--- src/rtl/clock_disp_pkg.sv ---
// Shared definitions for the clock display path: digit-word layout, special codes, scan states.
// Latency: n/a (types and constants only).
// Backpressure: n/a.
package clock_disp_pkg;

  localparam int NUM_DIGITS = 8;
  localparam int WORD_W     = 6;

  // Digit word = {blink, dot_off, code[3:0]}
  localparam int BLINK_BIT = 5;
  localparam int DOT_BIT   = 4;
  localparam int CODE_MSB  = 3;
  localparam int CODE_LSB  = 0;

  localparam logic [3:0] CODE_DASH  = 4'd10;
  localparam logic [3:0] CODE_BLANK = 4'd15;

  typedef logic [WORD_W-1:0] digit_word_t;

  // Power-up word: code 0, decimal point off, not blinking.
  localparam digit_word_t RESET_WORD = 6'b010000;

  typedef enum logic {
    ST_BLANK = 1'b0,
    ST_SHOW  = 1'b1
  } scan_state_t;

endpackage

--- src/rtl/seg_scan_controller_if.sv ---
// Digit-word input bus plus anode/segment pin outputs of the scan controller.
// Latency: n/a (wiring only).
// Backpressure: none; the controller samples digits_in only at frame boundaries.
interface seg_scan_controller_if;
  import clock_disp_pkg::*;

  logic [NUM_DIGITS*WORD_W-1:0] digits_in;
  logic                         load_en;
  logic [NUM_DIGITS-1:0]        an_n;
  logic [6:0]                   seg_n;
  logic                         dp_n;
  logic                         frame_start;
  logic                         blink_phase;

  // Display/edit logic side
  modport master (
    output digits_in, load_en,
    input  an_n, seg_n, dp_n, frame_start, blink_phase
  );

  // Scan controller side
  modport slave (
    input  digits_in, load_en,
    output an_n, seg_n, dp_n, frame_start, blink_phase
  );

endinterface

--- src/rtl/seg7_decode.sv ---
// Maps a 4-bit digit code to active-low segments {g,f,e,d,c,b,a}.
// Latency: combinational.
// Backpressure: none.
module seg7_decode
  import clock_disp_pkg::*;
(
  input  logic [3:0] code,
  output logic [6:0] seg_n
);

  // Codes 0-9 are decimal glyphs, 10 is a dash, everything else is dark.
  always_comb begin
    seg_n = 7'h7F;
    case (code)
      4'd0:      seg_n = 7'h40;
      4'd1:      seg_n = 7'h79;
      4'd2:      seg_n = 7'h24;
      4'd3:      seg_n = 7'h30;
      4'd4:      seg_n = 7'h19;
      4'd5:      seg_n = 7'h12;
      4'd6:      seg_n = 7'h02;
      4'd7:      seg_n = 7'h78;
      4'd8:      seg_n = 7'h00;
      4'd9:      seg_n = 7'h10;
      CODE_DASH: seg_n = 7'h3F;
      default:   seg_n = 7'h7F;
    endcase
  end

endmodule

--- src/rtl/seg_scan_controller.sv ---
// Scans eight 7-segment digits one anode at a time with dead-time blanking and blink gating.
// Latency: outputs registered from the next state, so they move on the same edge as the FSM.
// Backpressure: none; digit words are captured into a shadow only at frame boundaries.
module seg_scan_controller
  import clock_disp_pkg::*;
#(
  parameter int SCAN_DIV  = 100000,
  parameter int BLANK_CYC = 1000,
  parameter int BLINK_DIV = 50000000
) (
  input  logic                  clk,
  input  logic                  rst_n,
  seg_scan_controller_if.slave  disp
);

  localparam int SCAN_W  = (SCAN_DIV  > 1) ? $clog2(SCAN_DIV)  : 1;
  localparam int BLANK_W = (BLANK_CYC > 1) ? $clog2(BLANK_CYC) : 1;
  localparam int BLINK_W = (BLINK_DIV > 1) ? $clog2(BLINK_DIV) : 1;
  // One slot counter serves both phases, so it is as wide as the longer one.
  localparam int CNT_W   = (SCAN_W > BLANK_W) ? SCAN_W : BLANK_W;

  localparam logic [CNT_W-1:0]   SCAN_LAST  = CNT_W'(SCAN_DIV - 1);
  localparam logic [CNT_W-1:0]   BLANK_LAST = CNT_W'(BLANK_CYC - 1);
  localparam logic [BLINK_W-1:0] BLINK_LAST = BLINK_W'(BLINK_DIV - 1);

  scan_state_t state, state_nxt;
  logic [2:0]       idx, idx_nxt;
  logic [CNT_W-1:0] cnt, cnt_nxt;
  logic             boundary;

  logic [BLINK_W-1:0] blink_cnt;
  logic               blink_nxt;

  logic [NUM_DIGITS-1:0][WORD_W-1:0] shadow;

  digit_word_t           word_nxt;
  logic [6:0]            dec_seg;
  logic                  visible;
  logic [NUM_DIGITS-1:0] an_nxt;
  logic [6:0]            seg_nxt;
  logic                  dp_nxt;

  // FSM state register: scan state, digit index and slot counter.
  always_ff @(posedge clk) begin
    if (!rst_n) begin
      state <= ST_BLANK;
      idx   <= 3'd0;
      cnt   <= '0;
    end else begin
      state <= state_nxt;
      idx   <= idx_nxt;
      cnt   <= cnt_nxt;
    end
  end

  // FSM next state: BLANK then SHOW per digit; leaving SHOW of digit 7 is the frame boundary.
  always_comb begin
    state_nxt = state;
    idx_nxt   = idx;
    cnt_nxt   = cnt + CNT_W'(1);
    boundary  = 1'b0;
    case (state)
      ST_BLANK: begin
        if (cnt == BLANK_LAST) begin
          state_nxt = ST_SHOW;
          cnt_nxt   = '0;
        end
      end
      ST_SHOW: begin
        if (cnt == SCAN_LAST) begin
          state_nxt = ST_BLANK;
          idx_nxt   = idx + 3'd1;
          cnt_nxt   = '0;
          boundary  = (idx == 3'd7);
        end
      end
      default: begin
        state_nxt = ST_BLANK;
        cnt_nxt   = '0;
      end
    endcase
  end

  // Free-running blink divider; phase starts visible.
  always_ff @(posedge clk) begin
    if (!rst_n) begin
      blink_cnt        <= '0;
      disp.blink_phase <= 1'b1;
    end else if (blink_cnt == BLINK_LAST) begin
      blink_cnt        <= '0;
      disp.blink_phase <= blink_nxt;
    end else begin
      blink_cnt        <= blink_cnt + BLINK_W'(1);
      disp.blink_phase <= blink_nxt;
    end
  end

  assign blink_nxt = (blink_cnt == BLINK_LAST) ? ~disp.blink_phase : disp.blink_phase;

  // Shadow capture only at the frame boundary keeps each frame tear-free.
  always_ff @(posedge clk) begin
    if (!rst_n) begin
      shadow <= {NUM_DIGITS{RESET_WORD}};
    end else if (boundary && disp.load_en) begin
      shadow <= disp.digits_in;
    end
  end

  seg7_decode u_dec (
    .code  (word_nxt[CODE_MSB:CODE_LSB]),
    .seg_n (dec_seg)
  );

  // FSM outputs from the next state; a blinking digit in its dark phase looks like BLANK.
  always_comb begin
    word_nxt = shadow[idx_nxt];
    visible  = (state_nxt == ST_SHOW) && !(word_nxt[BLINK_BIT] && !blink_nxt);
    an_nxt   = '1;
    seg_nxt  = 7'h7F;
    dp_nxt   = 1'b1;
    if (visible) begin
      an_nxt  = ~(NUM_DIGITS'(1) << idx_nxt);
      seg_nxt = dec_seg;
      dp_nxt  = word_nxt[DOT_BIT];
    end
  end

  // Pin registers so the board sees glitch-free anode/segment changes.
  always_ff @(posedge clk) begin
    if (!rst_n) begin
      disp.an_n        <= '1;
      disp.seg_n       <= 7'h7F;
      disp.dp_n        <= 1'b1;
      disp.frame_start <= 1'b0;
    end else begin
      disp.an_n        <= an_nxt;
      disp.seg_n       <= seg_nxt;
      disp.dp_n        <= dp_nxt;
      disp.frame_start <= boundary;
    end
  end

endmodule
--- src/flat_wrapper.sv ---
// flat-port wrapper written by rule: the top's interface ports become plain ports
module seg_scan_controller_flat import clock_disp_pkg::*;
#(
  parameter int SCAN_DIV  = 100000,
  parameter int BLANK_CYC = 1000,
  parameter int BLINK_DIV = 50000000
)
  (clk, rst_n, disp_digits_in, disp_load_en, disp_an_n, disp_seg_n, disp_dp_n, disp_frame_start, disp_blink_phase);
  seg_scan_controller_if disp_i ();
  input  logic clk;
  input  logic rst_n;
  input wire logic [$bits(disp_i.digits_in)-1:0] disp_digits_in;
  input wire logic [$bits(disp_i.load_en)-1:0] disp_load_en;
  output wire logic [$bits(disp_i.an_n)-1:0] disp_an_n;
  output wire logic [$bits(disp_i.seg_n)-1:0] disp_seg_n;
  output wire logic [$bits(disp_i.dp_n)-1:0] disp_dp_n;
  output wire logic [$bits(disp_i.frame_start)-1:0] disp_frame_start;
  output wire logic [$bits(disp_i.blink_phase)-1:0] disp_blink_phase;
  assign disp_i.digits_in = disp_digits_in;
  assign disp_i.load_en = disp_load_en;
  assign disp_an_n = disp_i.an_n;
  assign disp_seg_n = disp_i.seg_n;
  assign disp_dp_n = disp_i.dp_n;
  assign disp_frame_start = disp_i.frame_start;
  assign disp_blink_phase = disp_i.blink_phase;
  seg_scan_controller #(.SCAN_DIV(SCAN_DIV), .BLANK_CYC(BLANK_CYC), .BLINK_DIV(BLINK_DIV)) u_core (.clk(clk), .rst_n(rst_n), .disp(disp_i));
endmodule
--- config.mk ---
export PLATFORM = sky130hd
export DESIGN_NAME = seg_scan_controller_flat
export DESIGN_NICKNAME = d
export VERILOG_FILES = /design/src/rtl/clock_disp_pkg.sv /design/src/rtl/seg_scan_controller_if.sv /design/src/rtl/seg7_decode.sv /design/src/rtl/seg_scan_controller.sv /design/src/flat_wrapper.sv
export SDC_FILE = /design/constraint.sdc
export NUM_CORES = 1
export LEC_CHECK = 0
export CORE_MARGIN = 8
export CORE_UTILIZATION = 45
export CTS_BUF_LIST = sky130_fd_sc_hd__clkbuf_8
export CTS_CLUSTER_SIZE = 40
export DETAILED_ROUTE_END_ITERATION = 10
export PLACE_DENSITY = 0.7
export SYNTH_ARGS = -nofsm -noshare
export SYNTH_HDL_FRONTEND = slang
export SYNTH_SLANG_ARGS = --single-unit
--- constraint.sdc ---
create_clock -name clk -period 3.01 [get_ports clk]
set_clock_uncertainty 0.15 [all_clocks]
set_input_delay 0.4515 -clock clk [delete_from_list [all_inputs] [get_ports clk]]
set_output_delay 0.4515 -clock clk [all_outputs]
set_load 0.1 [all_outputs]
Word level (Yosys, flattened, before mapping):

Memories as Yosys holds them, arrays and structs flattened. A register that Yosys moved wholly into a read port is not among the register bits.
Index checks and enable logic that the tools add are counted.

* bits in registers: 106
* latch bits: 0
* bits in writable memories: 0
* bits in read-only memories: 112
* input port bits: 51
* output and inout port bits: 18
* logic and storage cells: 51
* memories kept: 1

Memories
* (no name shown): depth 16, bits a word 7, rd ports 1, clocked after Yosys merged registers in 1, write ports 0, RTL line seg7_decode.sv:14 `case (code)`

* add/sub/neg operators: 3
* multipliers: 0
* divide/modulo/power cells: 0
* order comparisons: 1
* eq/ne operators: 4
* shift-type cells: 1
* mux-type cells: 13
* bitwise logic cells: 4
* reduce and logical (&&, ||, !) cells: 8

Operators with widths (count)
* $mux 17: 2
* $pmux 17 s2: 1
* $add 26x1->26 const B: 1
* $eq 26x26->1 const B: 1
* $bmux 6 s3: 1
* $add 17x1->17 const B: 1
* $eq 17x10->1 const B: 1
* $eq 17x17->1 const B: 1
* $not 8->8: 1
* $shl 1x3->8 const A: 1
* $mux 3: 2
* $mux 6: 1
* $mux 1: 5
* $lt 3x4->1 const B: 1
* $add 3x1->3 const B: 1
* $eq 3x3->1 const B: 1
* $logic_and 1x1->1: 3
* $logic_not 1->1: 3
* $not 1->1: 3
* $pmux 1 s2: 1
* $reduce_and 2->1: 1
* $reduce_or 2->1: 1

Depth between registers and ports, before layout:

* word-level depth: 10
* gate-level depth with buffers: 13
* gate-level depth less buffers: 11

Cells and area by module:

Synthesis repeated with hierarchy kept, for this count alone.

* cells, all modules: 580
* area, all modules: 4952.2 sq um

By module, submodules not included
* seg_scan_controller: times used 1, cells an instance 547, area an instance 4739.5 sq um, seq. area each 2262.2 sq um
* seg7_decode: times used 1, cells an instance 33, area an instance 212.7 sq um, seq. area each 0.0 sq um

Worst setup path before layout:

OpenSTA, ideal clock, no wires.

* path kind: reg2reg
* from: register u_core.cnt[0]
* to: register u_core.disp.seg_n[1]
* setup time: 132 ps
* data arrival time: 2902 ps
* data required time: 2728 ps
* slack: -173 ps
* cell stages (with the launch flop): 13
* buffers on the path: 1
* clock period less this slack: 3183 ps
* cell sequence: dfxtp_1 > ha_1 > nand4b_1 > or4_1 > buf_6 > nor2_8 > mux2i_2 > mux2_4 > o22ai_4 > inv_2 > ha_1 > a21oi_1 > o21ai_1

* longest elaborated chain between the ends: 10
* elaborated cells on any way between the ends: 14
* those cells by class: eq/ne (2); mux (7); reduce/logical (5)

RTL lines
* from (decl): RTL line seg_scan_controller.sv:28 `logic [CNT_W-1:0] cnt, cnt_nxt;`
* from (signal assigned): RTL line seg_scan_controller.sv:52 `cnt <= cnt_nxt;`
* $eq 17x17->1: RTL line seg_scan_controller.sv:70 `if (cnt == SCAN_LAST) begin`
* $mux 3: RTL line seg_scan_controller.sv:70
* $mux 3: RTL line seg_scan_controller.sv:62 `case (state)`
* $bmux 6 s3: RTL line seg_scan_controller.sv:116 `word_nxt = shadow[idx_nxt];`
* $mux 6 (implied by the code): RTL line seg_scan_controller.sv:116
* $logic_and 1x1->1: RTL line seg_scan_controller.sv:117 `visible = (state_nxt == ST_SHOW) && !(word_nxt[BLINK_BIT] && !blink_nxt);`
* $logic_not 1->1: RTL line seg_scan_controller.sv:117
* $logic_and 1x1->1: RTL line seg_scan_controller.sv:117
* $reduce_and 2->1 (no source line)
* $logic_not 1->1 (no source line)
* to (decl): RTL line seg_scan_controller_if.sv:24 `output an_n, seg_n, dp_n, frame_start, blink_phase`

Several ways; a longest one is shown, not always the timed one. The select of a mux whose other input is x is not followed.
A chain may end at the register's enable or synchronous reset.

Worst setup path in the final report:

Same ends and word-level chain as after synthesis.

==> flow_metrics.env <==
export IMPL_setup_tns_ns=0
export IMPL_yosys_area_share_simple=0.2656
export IMPL_fin_hold_ws_ns=0.2923
export IMPL_routedWlPerCell_um=15.05
export IMPL_ir_worst_vdd_v=0.0003671
export IMPL_outcome="completed"
export IMPL_synth_edff_count=0
export IMPL_synth_nets=656
export IMPL_synth_distinct_cells=67
export IMPL_tightest_slew_ns=0.6462
export IMPL_slowest_delay_ns=0.43
export IMPL_num_io_pins=69
export IMPL_clk_latency_ns=0.45
export IMPL_num_vias=4472
export IMPL_crit_required_ns=3.20
export IMPL_remaining_drc_errors=0
export IMPL_placed_area_um2=6041
export IMPL_core_area_um2=11270
export IMPL_start_kind="register"
export IMPL_area_delta_synth_final_pct=27.61
export IMPL_hold_start="u_core.blink_cnt[0]"
export IMPL_async_reset_ff_frac=0
export IMPL_finalCritPeriodShare=0.9625
export IMPL_ant_nets=0
export IMPL_synthXorXnorAreaFrac=0.06124
export IMPL_synth_top_family_by_area="simple AND/OR/NAND/NOR gates"
export IMPL_clock_sinks=113
export IMPL_layout_commonest_cell="nand2_1"
export IMPL_cts_buffer_depth=2
export IMPL_critPathTopFamily="simple AND/OR/NAND/NOR gates"
export IMPL_reg2reg_from="u_core.cnt[0]"
export IMPL_synth_warnings=0
export IMPL_powerDensity_nw_per_um2=443.3
export IMPL_drv_slew=0
export IMPL_finalSetupViolCount=0
export IMPL_path_clk_slew_ns=0.06
export IMPL_cpMostUsedCell="ha_4"
export IMPL_cp_end_kind="register"
export IMPL_synth_adder_area_share=0.01215
export IMPL_finalCriticalPeriod_ns=2.897
export IMPL_fp_dieArea_um2=15120
export IMPL_numCtsBuffers=17
export IMPL_reg2reg_slack_ns=0.11
export IMPL_dp_hpwl_um=9359
export IMPL_yosysSeqAreaShare=0.4394
export IMPL_worst_slack_ns=0.1128
export IMPL_cts_htree_levels=4
export IMPL_reg2regPathDepth=12
export IMPL_syn_inst=600
export IMPL_arrival_ns=3.08
export IMPL_grt_start_max_net_pins=32
export IMPL_syn_area_um2=5149
export IMPL_chipWidth_um=123.0
export IMPL_die_h_um=123.0
export IMPL_maxCapViolCount=0
export IMPL_portBuffers=68
export IMPL_grt_pass1_wl_um=21130
export IMPL_yosys_mux_area_fraction=0.01337
export IMPL_critPathKind="register to register"
export IMPL_final_cell_area_um2=6570
export IMPL_post_place_ws_ns=-0.05579
export IMPL_maxSlewHeadroom=0.5680
export IMPL_hold_viol_final=0
export IMPL_drt_first_pass_iters=5
export IMPL_synth_compound_area_frac=0.1750
export IMPL_power_leakage_uw=0.002432
export IMPL_final_cell_mix="130 x nand2_1, 111 x dfxtp_1, 54 x nor2_1"
export IMPL_antenna_found_initial=0
export IMPL_avgSynthCellArea_um2=8.581
export IMPL_hold_path_class="register to register"
export IMPL_grt_pass1_vias=4463
export IMPL_num_rows=39
export IMPL_drive_gt1_frac=0.1686
export IMPL_gp_congestion=0.8740
export IMPL_vias_per_cell=5.267
export IMPL_rsz0062_at_grt="true"
export IMPL_fmax_mhz=345.2
export IMPL_overflow=0
export IMPL_crit_path_cell_trace="ha_4 > nand4b_1 > or4_1 > buf_6 > nor2_8 > mux2_4 > a2111oi_4 > o22ai_4 > inv_2 > ha_4 > a21oi_2 > o21ai_1"
export IMPL_crit_buf_inv=2
export IMPL_ys_flop_type="dfxtp_1"
export IMPL_drtIter0Drc=341
export IMPL_start_util=0.4568
export IMPL_holdPathEnd="u_core.blink_cnt[0]"
export IMPL_n_antenna_cell=0
export IMPL_nets=750
export IMPL_ys_ff_latch=113
export IMPL_drt_wl_total_um=12780
export IMPL_report_power_total_uw=2912
export IMPL_cp_max_fo=6
export IMPL_hold_buffers=0
export IMPL_min_path_cells=1
export IMPL_critPathSlowestCell="or4_1"
export IMPL_fillers=1015
export IMPL_r2r_end="u_core.disp.seg_n[1]"
export IMPL_cts_root_buf="clkbuf_8"
export IMPL_grt_use_total=0.1765
export IMPL_cts_tree="built"
==> cells in the mapped netlist (2+ instances only) <==
cell type    n  area (µm²)
a2111oi_4    2       55.05
a211o_1      2       17.52
a21boi_0    43       322.8
a21oi_1     16       80.08
a221oi_2     3       45.04
a222oi_1     3       30.03
a22o_1       2       17.52
and2_1       8       50.05
and3_1       9       56.30
and4_1       3       26.28
buf_1        2       7.510
buf_2        2       10.01
buf_4        2       15.01
buf_6        3       33.78
clkbuf_1    18       67.56
dfxtp_1    113        2262
ha_1         5       62.56
inv_1        9       33.78
mux2_4       2       30.03
mux2i_2      2       27.53
nand2_1    130       488.0
nand2_2      2       12.51
nand2b_1     5       31.28
nand3_1     38       190.2
nand4_1      7       43.79
nor2_1      54       202.7
nor2_2       2       12.51
nor2b_1      3       18.77
nor3_1       6       30.03
nor4_1       5       31.28
nor4bb_1     2       20.02
o211ai_1     4       30.03
o21ai_0     13       65.06
o21ai_1      5       25.02
o221ai_1     2       17.52
o221ai_2     2       30.03
o22a_1       2       17.52
o22ai_1      2       12.51
or3_1        5       31.28
xnor2_1     13       113.9
xor2_1      23       201.4
==> repair_timing <==
action	4_1_cts	5_1_grt
endpoints found under the setup margin	14	16
resized for setup	3	16
endpoints found under the hold margin	0	0
buffers inserted	2	7
pin swaps	2	2
gates cloned	0	0
==> layout make-up <==
type	instances	area [µm²]	area share
Tap cell	143	178.9	0.02723
Multi-Input combinational cell	450	2816	0.4287
Sequential cell	113	2267	0.3451
Inverter	10	37.54	0.005713
Timing Repair Buffer	102	910.9	0.1386
Clock inverter	10	70.07	0.01066
Clock buffer	21	289.0	0.04399
==> per-layer routing <==
layer | GRT usage | wire length, µm
met3 | 0.06164 | 815
met4 | 0.08378 | 325
met1 | 0.2062 | 5613
met2 | 0.2851 | 6020
met5 | 0 | 0
==> cells by family after synthesis <==
logic type,after synthesis
AO/OA/AOI/OAI,112
XOR/XNOR,36
adder cells (fa/ha/maj),5
buffers and inverters,37
flip-flops,113
multiplexers,5
AND/OR/NAND/NOR,292
==> power by group <==
group | leakage, µW | switching [µW] | internal [µW]
Combinational | 0.00131 | 35.6 | 74.0
Sequential | 0.000913 | 6.51 | 1500
Clock | 0.000206 | 580 | 714
Total | 0.00243 | 622 | 2290
==> worst max-delay path by stage <==
stage / startpoint / endpoint / slack (ns) / cells after the start
2_1_floorplan: u_core.cnt[0] / u_core.disp.seg_n[1] / -0.02 / 12
3_3_place_gp: u_core.cnt[0] / u_core.disp.seg_n[1] / 0.04 / 12
3_5_place_dp: u_core.cnt[0] / u_core.disp.seg_n[1] / -0.06 / 12
4_1_cts: u_core.cnt[0] / u_core.disp.seg_n[0] / 0.002 / 10
5_1_grt: u_core.cnt[0] / u_core.disp.seg_n[0] / -0.04 / 11
6_report: u_core.cnt[0] / u_core.disp.seg_n[1] / 0.11 / 12
==> registers in the layout (all words and copies together), names as in the netlist <==
| signal | flops |
|---|---|
| u_core.idx | 3 |
| u_core.blink_cnt | 26 |
| u_core.disp.seg_n | 7 |
| u_core.disp.blink_phase | 1 |
| u_core.shadow | 48 |
| u_core.disp.dp_n | 1 |
| u_core.disp.frame_start | 1 |
| u_core.cnt | 17 |
| u_core.disp.an_n | 8 |
| u_core.state | 1 |
==> through the flow <==
stage / cells / utilization
floorplan: 600 / -
global placement: 809 / 0.5359
detailed placement: 809 / 0.5359
CTS: 842 / 0.5707
global route: 849 / 0.5829
finish: 849 / 0.5829
Note: power is estimated with default switching activity, not from simulation.
